## src/rtl/l2_out_arb.sv

```systemverilog
// l2_out_arb: merges L2 rsp/fwd/req channels onto one NoC port via a 1-entry output register.
// Optional counters: define L2_OUT_ARB_STATS_EN.
module l2_out_arb #(
    parameter int MSG_W      = 5,
    parameter int ADDR_W     = 28,
    parameter int LINE_W     = 128,
    parameter int WMASK_W    = 4,
    parameter int ID_W       = 4,
    parameter int STARVE_MAX = 8
) (
    input  logic               clk,
    input  logic               rst,
    input  logic               rsp_valid,
    output logic               rsp_ready,
    input  logic [MSG_W-1:0]   rsp_coh_msg,
    input  logic [ID_W-1:0]    rsp_req_id,
    input  logic [1:0]         rsp_to_req,
    input  logic [ADDR_W-1:0]  rsp_addr,
    input  logic [LINE_W-1:0]  rsp_line,
    input  logic [WMASK_W-1:0] rsp_word_mask,
    input  logic               fwd_valid,
    output logic               fwd_ready,
    input  logic [MSG_W-1:0]   fwd_coh_msg,
    input  logic [ID_W-1:0]    fwd_req_id,
    input  logic [1:0]         fwd_to_req,
    input  logic [ADDR_W-1:0]  fwd_addr,
    input  logic [LINE_W-1:0]  fwd_line,
    input  logic [WMASK_W-1:0] fwd_word_mask,
    input  logic               req_valid,
    output logic               req_ready,
    input  logic [MSG_W-1:0]   req_coh_msg,
    input  logic [1:0]         req_hprot,
    input  logic [ADDR_W-1:0]  req_addr,
    input  logic [LINE_W-1:0]  req_line,
    input  logic [WMASK_W-1:0] req_word_mask,
    output logic               out_valid,
    input  logic               out_ready,
    output logic [1:0]         out_src,
    output logic [MSG_W-1:0]   out_coh_msg,
    output logic [ID_W-1:0]    out_req_id,
    output logic [1:0]         out_to_req,
    output logic [1:0]         out_hprot,
    output logic [ADDR_W-1:0]  out_addr,
    output logic [LINE_W-1:0]  out_line,
`ifdef L2_OUT_ARB_STATS_EN
    output logic [WMASK_W-1:0] out_word_mask,
    output logic [15:0]        stat_rsp_cnt,
    output logic [15:0]        stat_fwd_cnt,
    output logic [15:0]        stat_req_cnt,
    output logic [15:0]        stat_stall_cnt
`else
    output logic [WMASK_W-1:0] out_word_mask
`endif
);

    typedef enum logic {S_EMPTY, S_FULL} state_t;

    localparam logic [7:0] STARVE_LIM = 8'(STARVE_MAX);

    state_t             state_q, state_d;
    logic [1:0]         src_q, src_d;
    logic [MSG_W-1:0]   msg_q, msg_d;
    logic [ID_W-1:0]    id_q, id_d;
    logic [1:0]         to_q, to_d;
    logic [1:0]         hprot_q, hprot_d;
    logic [ADDR_W-1:0]  addr_q, addr_d;
    logic [LINE_W-1:0]  line_q, line_d;
    logic [WMASK_W-1:0] mask_q, mask_d;
    logic [7:0]         starve_q, starve_d;
    logic               load_ok;
    logic               gnt_rsp, gnt_fwd, gnt_req;

    always_comb begin
        state_d  = state_q;
        src_d    = src_q;
        msg_d    = msg_q;
        id_d     = id_q;
        to_d     = to_q;
        hprot_d  = hprot_q;
        addr_d   = addr_q;
        line_d   = line_q;
        mask_d   = mask_q;
        starve_d = starve_q;
        gnt_rsp  = 1'b0;
        gnt_fwd  = 1'b0;
        gnt_req  = 1'b0;
        load_ok  = (state_q == S_EMPTY) || out_ready;

        // Readies stay low while reset is held
        if (!rst && load_ok) begin
            if (starve_q == STARVE_LIM && req_valid) gnt_req = 1'b1;
            else if (rsp_valid)                      gnt_rsp = 1'b1;
            else if (fwd_valid)                      gnt_fwd = 1'b1;
            else if (req_valid)                      gnt_req = 1'b1;
        end

        if (gnt_rsp) begin
            state_d = S_FULL;
            src_d   = 2'd0;
            msg_d   = rsp_coh_msg;
            id_d    = rsp_req_id;
            to_d    = rsp_to_req;
            hprot_d = 2'd0;
            addr_d  = rsp_addr;
            line_d  = rsp_line;
            mask_d  = rsp_word_mask;
        end else if (gnt_fwd) begin
            state_d = S_FULL;
            src_d   = 2'd1;
            msg_d   = fwd_coh_msg;
            id_d    = fwd_req_id;
            to_d    = fwd_to_req;
            hprot_d = 2'd0;
            addr_d  = fwd_addr;
            line_d  = fwd_line;
            mask_d  = fwd_word_mask;
        end else if (gnt_req) begin
            state_d = S_FULL;
            src_d   = 2'd2;
            msg_d   = req_coh_msg;
            id_d    = '0;
            to_d    = 2'd0;
            hprot_d = req_hprot;
            addr_d  = req_addr;
            line_d  = req_line;
            mask_d  = req_word_mask;
        end else if (state_q == S_FULL && out_ready) begin
            state_d = S_EMPTY;
        end

        // A NoC stall (load_ok low) is not counted as a lost round
        if (gnt_req)
            starve_d = 8'd0;
        else if (req_valid && load_ok && starve_q != STARVE_LIM)
            starve_d = starve_q + 8'd1;
    end

    always_ff @(posedge clk or posedge rst) begin
        if (rst) begin
            state_q  <= S_EMPTY;
            src_q    <= 2'd0;
            msg_q    <= '0;
            id_q     <= '0;
            to_q     <= 2'd0;
            hprot_q  <= 2'd0;
            addr_q   <= '0;
            line_q   <= '0;
            mask_q   <= '0;
            starve_q <= 8'd0;
        end else begin
            state_q  <= state_d;
            src_q    <= src_d;
            msg_q    <= msg_d;
            id_q     <= id_d;
            to_q     <= to_d;
            hprot_q  <= hprot_d;
            addr_q   <= addr_d;
            line_q   <= line_d;
            mask_q   <= mask_d;
            starve_q <= starve_d;
        end
    end

    assign rsp_ready     = gnt_rsp;
    assign fwd_ready     = gnt_fwd;
    assign req_ready     = gnt_req;
    assign out_valid     = (state_q == S_FULL);
    assign out_src       = src_q;
    assign out_coh_msg   = msg_q;
    assign out_req_id    = id_q;
    assign out_to_req    = to_q;
    assign out_hprot     = hprot_q;
    assign out_addr      = addr_q;
    assign out_line      = line_q;
    assign out_word_mask = mask_q;

`ifdef L2_OUT_ARB_STATS_EN
    logic [15:0] st_rsp_q, st_fwd_q, st_req_q, st_stall_q;

    always_ff @(posedge clk or posedge rst) begin
        if (rst) begin
            st_rsp_q   <= 16'd0;
            st_fwd_q   <= 16'd0;
            st_req_q   <= 16'd0;
            st_stall_q <= 16'd0;
        end else begin
            if (gnt_rsp) st_rsp_q <= st_rsp_q + 16'd1;
            if (gnt_fwd) st_fwd_q <= st_fwd_q + 16'd1;
            if (gnt_req) st_req_q <= st_req_q + 16'd1;
            if (state_q == S_FULL && !out_ready)
                st_stall_q <= st_stall_q + 16'd1;
        end
    end

    assign stat_rsp_cnt   = st_rsp_q;
    assign stat_fwd_cnt   = st_fwd_q;
    assign stat_req_cnt   = st_req_q;
    assign stat_stall_cnt = st_stall_q;
`endif

endmodule
```

## config.mk

```make
export PLATFORM = sky130hd
export DESIGN_NAME = l2_out_arb
export DESIGN_NICKNAME = d
export VERILOG_FILES = /design/src/rtl/l2_out_arb.sv
export SDC_FILE = /design/constraint.sdc
export NUM_CORES = 1
export LEC_CHECK = 0
export ABC_AREA = 1
export CAP_MARGIN = 20
export CORE_AREA = 2 2 269 271
export CTS_CLUSTER_DIAMETER = 30
export DETAILED_ROUTE_END_ITERATION = 10
export DIE_AREA = 0 0 271 273
export GPL_TIMING_DRIVEN = 1
export PLACE_DENSITY = 0.52
export RECOVER_POWER = 25
export SYNTH_ARGS = -nofsm -noshare
export SYNTH_HDL_FRONTEND = slang
export SYNTH_SLANG_ARGS = --single-unit
export TNS_END_PERCENT = 100
```

## constraint.sdc

```tcl
create_clock -name clk -period 13.7 [get_ports clk]
set_input_delay 2.055 -clock clk [delete_from_list [all_inputs] [get_ports clk]]
set_output_delay 2.055 -clock clk [all_outputs]
set_load 0.1 [all_outputs]
```

# Word-level counts from Yosys, hierarchy flattened
# Cells that the tools add are included.
# Widths: inputs -> output; s select.
# totals
ff_bits	184
elab_cells	66
out_inout_bits	179
# op_classes
n_mux	42
n_eq_ne	2
reduce_logical	10
n_bitwise	1
add_sub_neg	1
# op_table
op	n
$mux 128	3
$mux 28	3
$mux 4	6
$mux 2	9
$mux 1	16
$mux 8	2
$mux 5	3
$add 8x1->8 const B	1
$eq 8x4->1 const B	1
$ne 8x4->1 const B	1
$logic_and 1x1->1	5
$reduce_bool 4->1	1
$reduce_bool 3->1	1
$reduce_bool 2->1	1
$logic_not 1->1	1
$logic_or 1x1->1	1
$not 1->1	1

# Logic depth before layout (Yosys ltp)
# Gate-level depths: netlist of run 1.
# depth
word_depth	8
depth_mapped	12

# Worst setup path after synthesis of run 1
# Ideal clock, no wire load.
# synth_path
kind	in2out
from	input rst
to	output fwd_ready
n_path_buf	0
setup_slack_ns	3.955
stages	5
arrival_time_ns	7.690
cell_sequence	inv_1 > nand2_2 > nor2_2 > nand2_1 > inv_1
# synth_via
elab_chain_len	3
# synth_rtl
item	line_no	rtl
from (decl)	12	input logic rst,
$logic_not 1->1 (no line)	-	
$logic_and 1x1->1	90	if (!rst && load_ok) begin
$mux 1	90	
to (decl)	22	output logic fwd_ready,
# No other way between the ends.

# Final worst setup path of run 1
# layout_path
from	input rst
to	output rsp_ready
# layout_via
elab_chain_len	3
# layout_rtl
item	line_no	rtl
$logic_not 1->1 (no line)	-	
$logic_and 1x1->1	90	
$mux 1	90	
to (decl)	14	output logic rsp_ready,
# No other way between the ends.

==> results of run 1 <==
-- where the power goes --
group	switching, mW	internal [mW]	leakage (nW)
logic	1.15	0.453	7.55
registers	0.0645	0.653	2.11
clock network	0.254	0.307	0.303
-- worst max-delay path: stages --
cell	delay (ps)
dlygate4sd3_1	610
inv_8	430
nand2_1	350
nor2_4	140
buf_4	430
nand2_1	110
buf_4	260
inv_1	200
clkdlybuf4s50_1	1170
-- synth_stat cells --
library cell / number
a21oi_1: 2
a21oi_2: 1
a31oi_4: 1
buf_2: 85
buf_4: 10
buf_6: 2
clkbuf_1: 23
clkbuf_2: 8
clkinv_1: 1
dfrtp_1: 184
ha_1: 2
inv_1: 256
inv_2: 70
nand2_1: 324
nand2_2: 1
nand3_1: 482
nand3_2: 1
nand3b_1: 25
nand4_1: 3
nor2_1: 289
nor2_2: 2
nor3_1: 2
nor3_2: 1
o21ai_0: 5
o21ai_2: 1
or2_2: 140
xor2_1: 2
-- per-stage QoR --
stage               area (um2)  instances  util (%)
global route             20730       3490     29.20
finish                   20730       3491     29.20
CTS                      20740       3489     29.22
floorplan                12440       1923         -
global placement         20120       3458     28.34
detailed placement       20120       3458     28.34
-- path summary, 6_finish.rpt --
kind                            start            end  depth (start not counted)
max                               rst      rsp_ready                          9
min                        out_src[0]     out_src[0]                          2
max reg2reg                 out_valid  out_line[127]                         10
min reg2reg                out_src[0]     out_src[0]                          2
max in group asynchronous         rst   out_addr[25]                          3
min in group asynchronous         rst   out_line[54]                          2
-- cell families (layout without fill, tap and decap cells) --
logic type / count (synthesis) / count (layout)
buffers and inverters: 455 / 1071
AOI/OAI and AO/OA: 10 / 10
and+or+nand+nor: 1270 / 1270
xor gates and xnor gates: 2 / 2
DFF: 184 / 184
other: 0 / 2
adders and majority gates: 2 / 2
-- sequential cells by signal (all words and copies together), names as in the netlist --
name           count
out_addr          28
starve_q           8
out_coh_msg        5
out_word_mask      4
out_to_req         2
out_req_id         4
out_hprot          2
out_valid          1
out_src            2
out_line         128
-- area by class of cell --
class                      count  share of cell area, %
timing repair buffer         713                  34.15
multi-input combinational   1284                  28.92
sequential                   184                  22.21
inverter                     327                  5.957
tap                          950                  5.734
clock buffer                  18                  2.070
clock inverter                13                 0.9295
antenna                        2                0.02414
-- routing by layer --
metal	GRT usage (%)	wire length, um
met1	18.52	24480
met2	27.31	29800
met3	4.323	3786
met4	5.641	1732
met5	0	8
==> flow_summary.ini, run 1 <==
[global_route]
grt_max_degree = 170
grt_usage_pct = 15.73
overflow = 0
grt_antenna_before_repair = 3
grt_pass1_vias = 13991
grt_pass1_wl_mm = 88.64

[detailed_routing]
detail-route-antenna-nets = 0
drc = 0
vias_per_cell = 4.080
routedWlPerCell_um = 17.13
routed_wl_mm = 59.80
detail_route.first_pass.iterations = 5
vias = 14244
drt_iter0_drc = 705

[outcome]
violations = max-capacitance violations, max-slew violations
status = finished with violations

[final_layout]
final_common_cell = clkdlybuf4s50_1
drive_gt1_share_pct = 10.52
seqCellArea_um2 = 4604
area_growth_pct = 66.61
layout.nets = 3044
num-fill-cells = 7804
mostFrequentLayoutCells = 690 x clkdlybuf4s50_1, 481 x nand3_1, 325 x nand2_1, 289 x nor2_1, 255 x inv_1
multi_input_area_um2 = 5996

[clock_tree]
cts_resized = 0
clkTransAtPathRegs_ps = 70
clk_latency_ps = 490
cts_inserted_buffers = 17
ctsHtreeMaxLevel = 4
post_cts_buffers = 0
cts-root-buf = clkbuf_16
clock_path_buffers = 2
cts_hold_buf = 0
cts_tree = built
cts_sinks = 184

[worst_setup_path]
r2r_slack_ps = 10140
critPathMaxFanout = 67
cp-start-kind = primary input
worstSetupPathType = in2out
cp.arrival_ps = 5790
crit_path_end_kind = output pin
required_ps = 11640

[power_and_ir_drop]
power.density_nw_per_um2 = 138.8
finalPower_mw = 2.877
ir_drop_v = 0.00007088
p_leak_nw = 9.959

[hold_path]
min_path_type = reg2reg

[floorplan]
io_pins = 694
fp.coreArea_um2 = 71000
start_util_pct = 17.52
rows = 98
die_area_um2 = 73980
die_height_um = 273
die_w_um = 271

[sta]
finalCritPeriodShare_pct = 57.23
clock_skew_ps = 15.32
finalSetupViolCount = 0
grt_setup_unrepaired = false
fmax_mhz = 127.5
fin_crit_ps = 7841
relSlewSlack_pct = -154.1
maxSlewViolCount = 122
tns_ps = 0
layout_setup_ws_ps = 5859
hold_viol_final = 0
whs_ps = 479.5
worst_slew_pin_slew_ps = 3812

[place]
post-place-ws_ps = 5942
dp_hpwl_mm = 43.14
place.gp.congestion = 0.8906
portBuffers = 693

[synthesis]
syn_inst = 1923
yosys.area.top_type = dfrtp_1
synth.distinct_cells = 27
ys_warn_count = 0
synth-simple-area-share_pct = 46.97
ys_ff_latch = 184
yosysSeqAreaShare_pct = 37.01
synth_mux_area_share_pct = 0
synth_nets = 2440
synth_compound_area_share_pct = 0.5933
synthXorXnorAreaFrac_pct = 0.1408
synth_top_area_share_pct = 37.01
synthesis.area_um2 = 12440
synth_top_family_by_area = simple AND/OR/NAND/NOR gates
syn_avg_cell_area_um2 = 6.470
yosys-top-cells-area = dfrtp_1 37%, nand3_1 19%, nand2_1 9.8%
synthAdderAreaFrac_pct = 0.2011

[job]
max_cap_viol_count = 2
Power figures use the tool's default switching activity.
==> run 2: changes to the inputs <==
--- a/config.mk
+++ b/config.mk
@@ -12,7 +12,7 @@
 export DETAILED_ROUTE_END_ITERATION = 10
 export DIE_AREA = 0 0 271 273
 export GPL_TIMING_DRIVEN = 1
-export PLACE_DENSITY = 0.52
+export PLACE_DENSITY = 0.53
 export RECOVER_POWER = 25
 export SYNTH_ARGS = -nofsm -noshare
 export SYNTH_HDL_FRONTEND = slang
==> constraint.sdc (replaced) <==
create_clock -name clk -period 7.2 [get_ports clk]
set_input_delay 1.08 -clock clk [delete_from_list [all_inputs] [get_ports clk]]
set_output_delay 1.08 -clock clk [all_outputs]
set_load 0.1 [all_outputs]
==> run 2 against run 1 <==
Against the previous run:
- the run still ends with max-capacitance violations, max-slew violations left
- register-to-register slack worse by 6200 ps
- wire length down 3.3%
- first-iteration DRC count up 24%
- largest power group unchanged
- via count down 2.0%
- flip-flop and latch count unchanged
==> flow_summary.ini, run 2 (synthesis gave the netlist of run 1 again) <==
[outcome]
status = finished with violations
violations = max-capacitance violations, max-slew violations

[sta]
maxSlewViolCount = 57
clock_skew_ps = 17.66
relSlewSlack_pct = -132.0
finalCritPeriodShare_pct = 81.00
fin_crit_ps = 5832
worst_slew_pin_slew_ps = 3480
finalSetupViolCount = 0
grt_setup_unrepaired = false
fmax_mhz = 171.5
tns_ps = 0
hold_viol_final = 0

[clock_tree]
cts-root-buf = clkbuf_16
clock_path_buffers = 2
cts_tree = built
clkTransAtPathRegs_ps = 70
cts_sinks = 184
post_cts_buffers = 0
cts_inserted_buffers = 17
cts_resized = 0
clk_latency_ps = 490
cts_hold_buf = 0
ctsHtreeMaxLevel = 4

[final_layout]
final_common_cell = clkdlybuf4s50_1
area_growth_pct = 67.11
drive_gt1_share_pct = 10.60
fin_util_pct = 29.29
largest_reg_flops = 128
layout.nets = 3042
mostFrequentLayoutCells = 690 x clkdlybuf4s50_1, 481 x nand3_1, 324 x nand2_1, 289 x nor2_1, 255 x inv_1

[worst_setup_path]
startpoint = rst
cp.arrival_ps = 4750
crit_path_end_kind = output pin
critical_path.cell_chain = dlygate4sd3_1, clkinvlp_2, nand2_2, nor2_4, nand2_1, inv_1, buf_4
cp-start-kind = primary input
worstSetupPathType = in2out
r2r_slack_ps = 3950
slowest_delay_ps = 930
critPathMaxFanout = 26
required_ps = 6120
rr_startpoint = starve_q[0]
crit_slowest_cell = clkinvlp_2

[power_and_ir_drop]
p_leak_nw = 9.981
ir_drop_v = 0.0001209
finalPower_mw = 5.498
power.density_nw_per_um2 = 264.4

[detailed_routing]
drc = 0
detail_route.first_pass.iterations = 5
routedWlPerCell_um = 16.58
wl_met3_mm = 3.823
vias_per_cell = 4.001
routed_wl_mm = 57.85
drt_iter0_drc = 871
routedLengthMet1_mm = 24.52
detail-route-antenna-nets = 0
wl_met2_mm = 28.22
top_layer_used = met5
vias = 13958

[global_route]
grt_pass1_vias = 13539
grt_pass1_wl_mm = 85.85
grt_antenna_before_repair = 6
overflow = 0
grt_max_degree = 138
grt_usage_pct = 15.27

[floorplan]
die_area_um2 = 73980
die_height_um = 273
rows = 98
die_w_um = 271
start_util_pct = 17.52
fp.coreArea_um2 = 71000
io_pins = 694

[hold_path]
min_path_type = reg2reg
min-delay-start = out_word_mask[2]

[place]
portBuffers = 693
dp_hpwl_mm = 41.87
place.gp.congestion = 0.8455

[job]
max_cap_viol_count = 1
run 2: cell count changes in the layout (fill, tap and decap cells not counted), moves of 2 or more:
cell,previous run,this run
clkbuf_1,5,3
buf_4,17,14
clkinv_2,2,0
clkbuf_8,0,2
buf_12,1,5
run 2: worst paths after layout:
check                                        end  depth (start not counted)
min in group asynchronous         out_coh_msg[0]                          2
max in group asynchronous           out_line[97]                          3
worst max register to register     out_line[109]                         12
worst min register to register  out_word_mask[2]                          2
worst max-delay path                   rsp_ready                          7
worst min-delay path            out_word_mask[2]                          2
run 2: cell type report:
| type | count | area [um2] |
|---|---|---|
| Antenna cell | 1 | 2.502 |
| Clock buffer | 21 | 460.4 |
| Clock inverter | 11 | 182.7 |
| Fill cell | 7818 | 50200 |
| Inverter | 327 | 1229 |
| Multi-Input combinational cell | 1284 | 5998 |
| Sequential cell | 184 | 4604 |
| Tap cell | 950 | 1189 |
| Timing Repair Buffer | 711 | 7126 |
run 2: metrics by stage:
stage	worst slack, ps	std cells	hold slack, ps	area, um2
6_report	1368	3489	479.4	20790
5_1_grt	930.0	3489	501.8	20790
4_1_cts	1954	3488	483.3	20790
3_5_place_dp	1957	3456	463.9	20150
3_3_place_gp	2041	3456	458.2	20150
2_1_floorplan	1002	1923	523.8	12450
run 2: worst max-delay path, delay by kind of cell:
kind / cells / cell delay, ps
buffers and inverters: 4 / 2110
AND/OR/NAND/NOR: 3 / 1540
run 2: layer usage:
metal,vias up,GRT usage [%]
met5,-,0
met4,10,4.725
met3,67,4.297
met2,452,25.70
met1,6342,18.86
li1,7087,-
run 2: power by group:
group | total, mW | switching, mW | internal [mW]
registers | 1.36 | 0.122 | 1.24
logic | 3.04 | 2.17 | 0.866
clock network | 1.09 | 0.487 | 0.608
total | 5.50 | 2.78 | 2.72
==> run 3: changes to the inputs <==
--- a/config.mk
+++ b/config.mk
@@ -7,12 +7,12 @@
 export LEC_CHECK = 0
 export ABC_AREA = 1
 export CAP_MARGIN = 20
-export CORE_AREA = 2 2 269 271
+export CORE_AREA = 2 2 270 272
 export CTS_CLUSTER_DIAMETER = 30
 export DETAILED_ROUTE_END_ITERATION = 10
-export DIE_AREA = 0 0 271 273
+export DIE_AREA = 0 0 272 274
 export GPL_TIMING_DRIVEN = 1
-export PLACE_DENSITY = 0.53
+export PLACE_DENSITY = 0.52
 export RECOVER_POWER = 25
 export SYNTH_ARGS = -nofsm -noshare
 export SYNTH_HDL_FRONTEND = slang
==> constraint.sdc (replaced) <==
create_clock -name clk -period 5.5 [get_ports clk]
set_input_delay 0.825 -clock clk [delete_from_list [all_inputs] [get_ports clk]]
set_output_delay 0.825 -clock clk [all_outputs]
set_load 0.1 [all_outputs]
==> run 3 against run 2 <==
Against the previous run:
- the flow still finishes with violations (max-capacitance violations, max-slew violations)
- power grew 32%
- final cell count is 0.46% higher
- critical path depth decreased by 4
- clock power rose by 32%
- wire length rose by 2.0%
- combinational power increased by 31%
- sequential power up 32%
- setup slack worse by 110 ps
- flip-flop and latch count is the same
- die area is 0.74% higher
- non-clock buffer count increased by 7
- critical path type is now in2async
- highest routed layer unchanged
==> flow_summary.ini, run 3 (synthesis gave the netlist of run 1 again) <==
[clock_tree]
clock_path_buffers = 2
cts_sinks = 184
clkTransAtPathRegs_ps = 80
cts_tree = built
post_cts_buffers = 0
cts_hold_buf = 0
cts_inserted_buffers = 17
cts-root-buf = clkbuf_16
clk_latency_ps = 490
cts_resized = 0
ctsHtreeMaxLevel = 4

[global_route]
overflow = 0
grt_max_degree = 166
grt_pass1_vias = 13379
grt_usage_pct = 15.24
grt_pass1_wl_mm = 85.57
grt_antenna_before_repair = 5

[sta]
worst_slew_pin_slew_ps = 3215
fmax_mhz = 235.7
layout_setup_ws_ps = 1257
relSlewSlack_pct = -114.3
tns_ps = 0
hold_viol_final = 0
maxSlewViolCount = 113
finalCritPeriodShare_pct = 77.14
whs_ps = 482.2
grt_setup_unrepaired = false
fin_crit_ps = 4243
finalSetupViolCount = 0
clock_skew_ps = 10.19

[detailed_routing]
routed_wl_mm = 59.01
detail_route.first_pass.iterations = 5
vias = 13994
detail-route-antenna-nets = 0
drt_iter0_drc = 738
drc = 0
routedWlPerCell_um = 16.84
vias_per_cell = 3.993

[place]
dp_hpwl_mm = 43.59
place.gp.congestion = 0.8813
placedCellCount = 3472
portBuffers = 693
post-place-ws_ps = 1290
placed_area_um2 = 20240

[floorplan]
fp.coreArea_um2 = 71970
die_height_um = 274
rows = 99
die_area_um2 = 74530
start_util_pct = 17.29
die_w_um = 272
io_pins = 694

[power_and_ir_drop]
finalPower_mw = 7.232
p_leak_nw = 10.03
ir_drop_v = 0.0001641
power.density_nw_per_um2 = 346.4

[final_layout]
mostFrequentLayoutCells = 688 x clkdlybuf4s50_1, 481 x nand3_1, 324 x nand2_1, 289 x nor2_1, 255 x inv_1
fin_util_pct = 29.01
final_common_cell = clkdlybuf4s50_1
finalNonFillerCells = 3505
layout.nets = 3049
fin_area_um2 = 20880
drive_gt1_share_pct = 10.96
largest_reg_flops = 128
area_growth_pct = 67.80

[outcome]
violations = max-capacitance violations, max-slew violations
status = finished with violations

[worst_setup_path]
cp-start-kind = primary input
crit_path_end_kind = async pin
cp.arrival_ps = 4110
required_ps = 5370
worstSetupPathType = in2async
critPathMaxFanout = 53

[hold_path]
min_path_type = reg2reg

[job]
max_cap_viol_count = 2
==> run 3: cell type report <==
class	count	area, um2
antenna	1	2.502
clock buffer	18	439.2
clock inverter	14	210.2
fill	7887	51090
inverter	327	1231
multi-input combinational	1284	5998
sequential	184	4604
tap	959	1200
timing repair buffer	718	7192
==> run 3: final timing paths <==
kind                              startpoint            to  slack [ps]  cells past startpoint
worst max-delay path                     rst  out_line[78]        1260                      3
worst min-delay path            out_line[16]  out_line[16]         480                      2
worst max register to register     out_valid  out_line[90]        2730                      9
worst min register to register  out_line[16]  out_line[16]         480                      2
max in group clk                         rst     rsp_ready        1410                      8
min in group asynchronous                rst  out_line[25]         860                      2
==> run 3: critical path, cell delays in order <==
cell and delay, ps:
dlygate4sd3_1 580, clkinvlp_4 360, clkbuf_1 2320
==> run 3: routing by layer <==
metal	vias to the layer above	track usage [%]	wire length [um]
met2	464	25.41	28370
met5	-	0	35
met3	75	4.125	4160
met1	6346	18.93	24860
met4	6	5.176	1587
li1	7103	-	-
==> run 3: power by group <==
group          total, mW  switching (mW)  leakage [nW]  internal (mW)
registers           1.80           0.170          2.11           1.63
logic               3.99            2.85          7.60           1.14
clock network       1.44           0.657         0.317          0.788
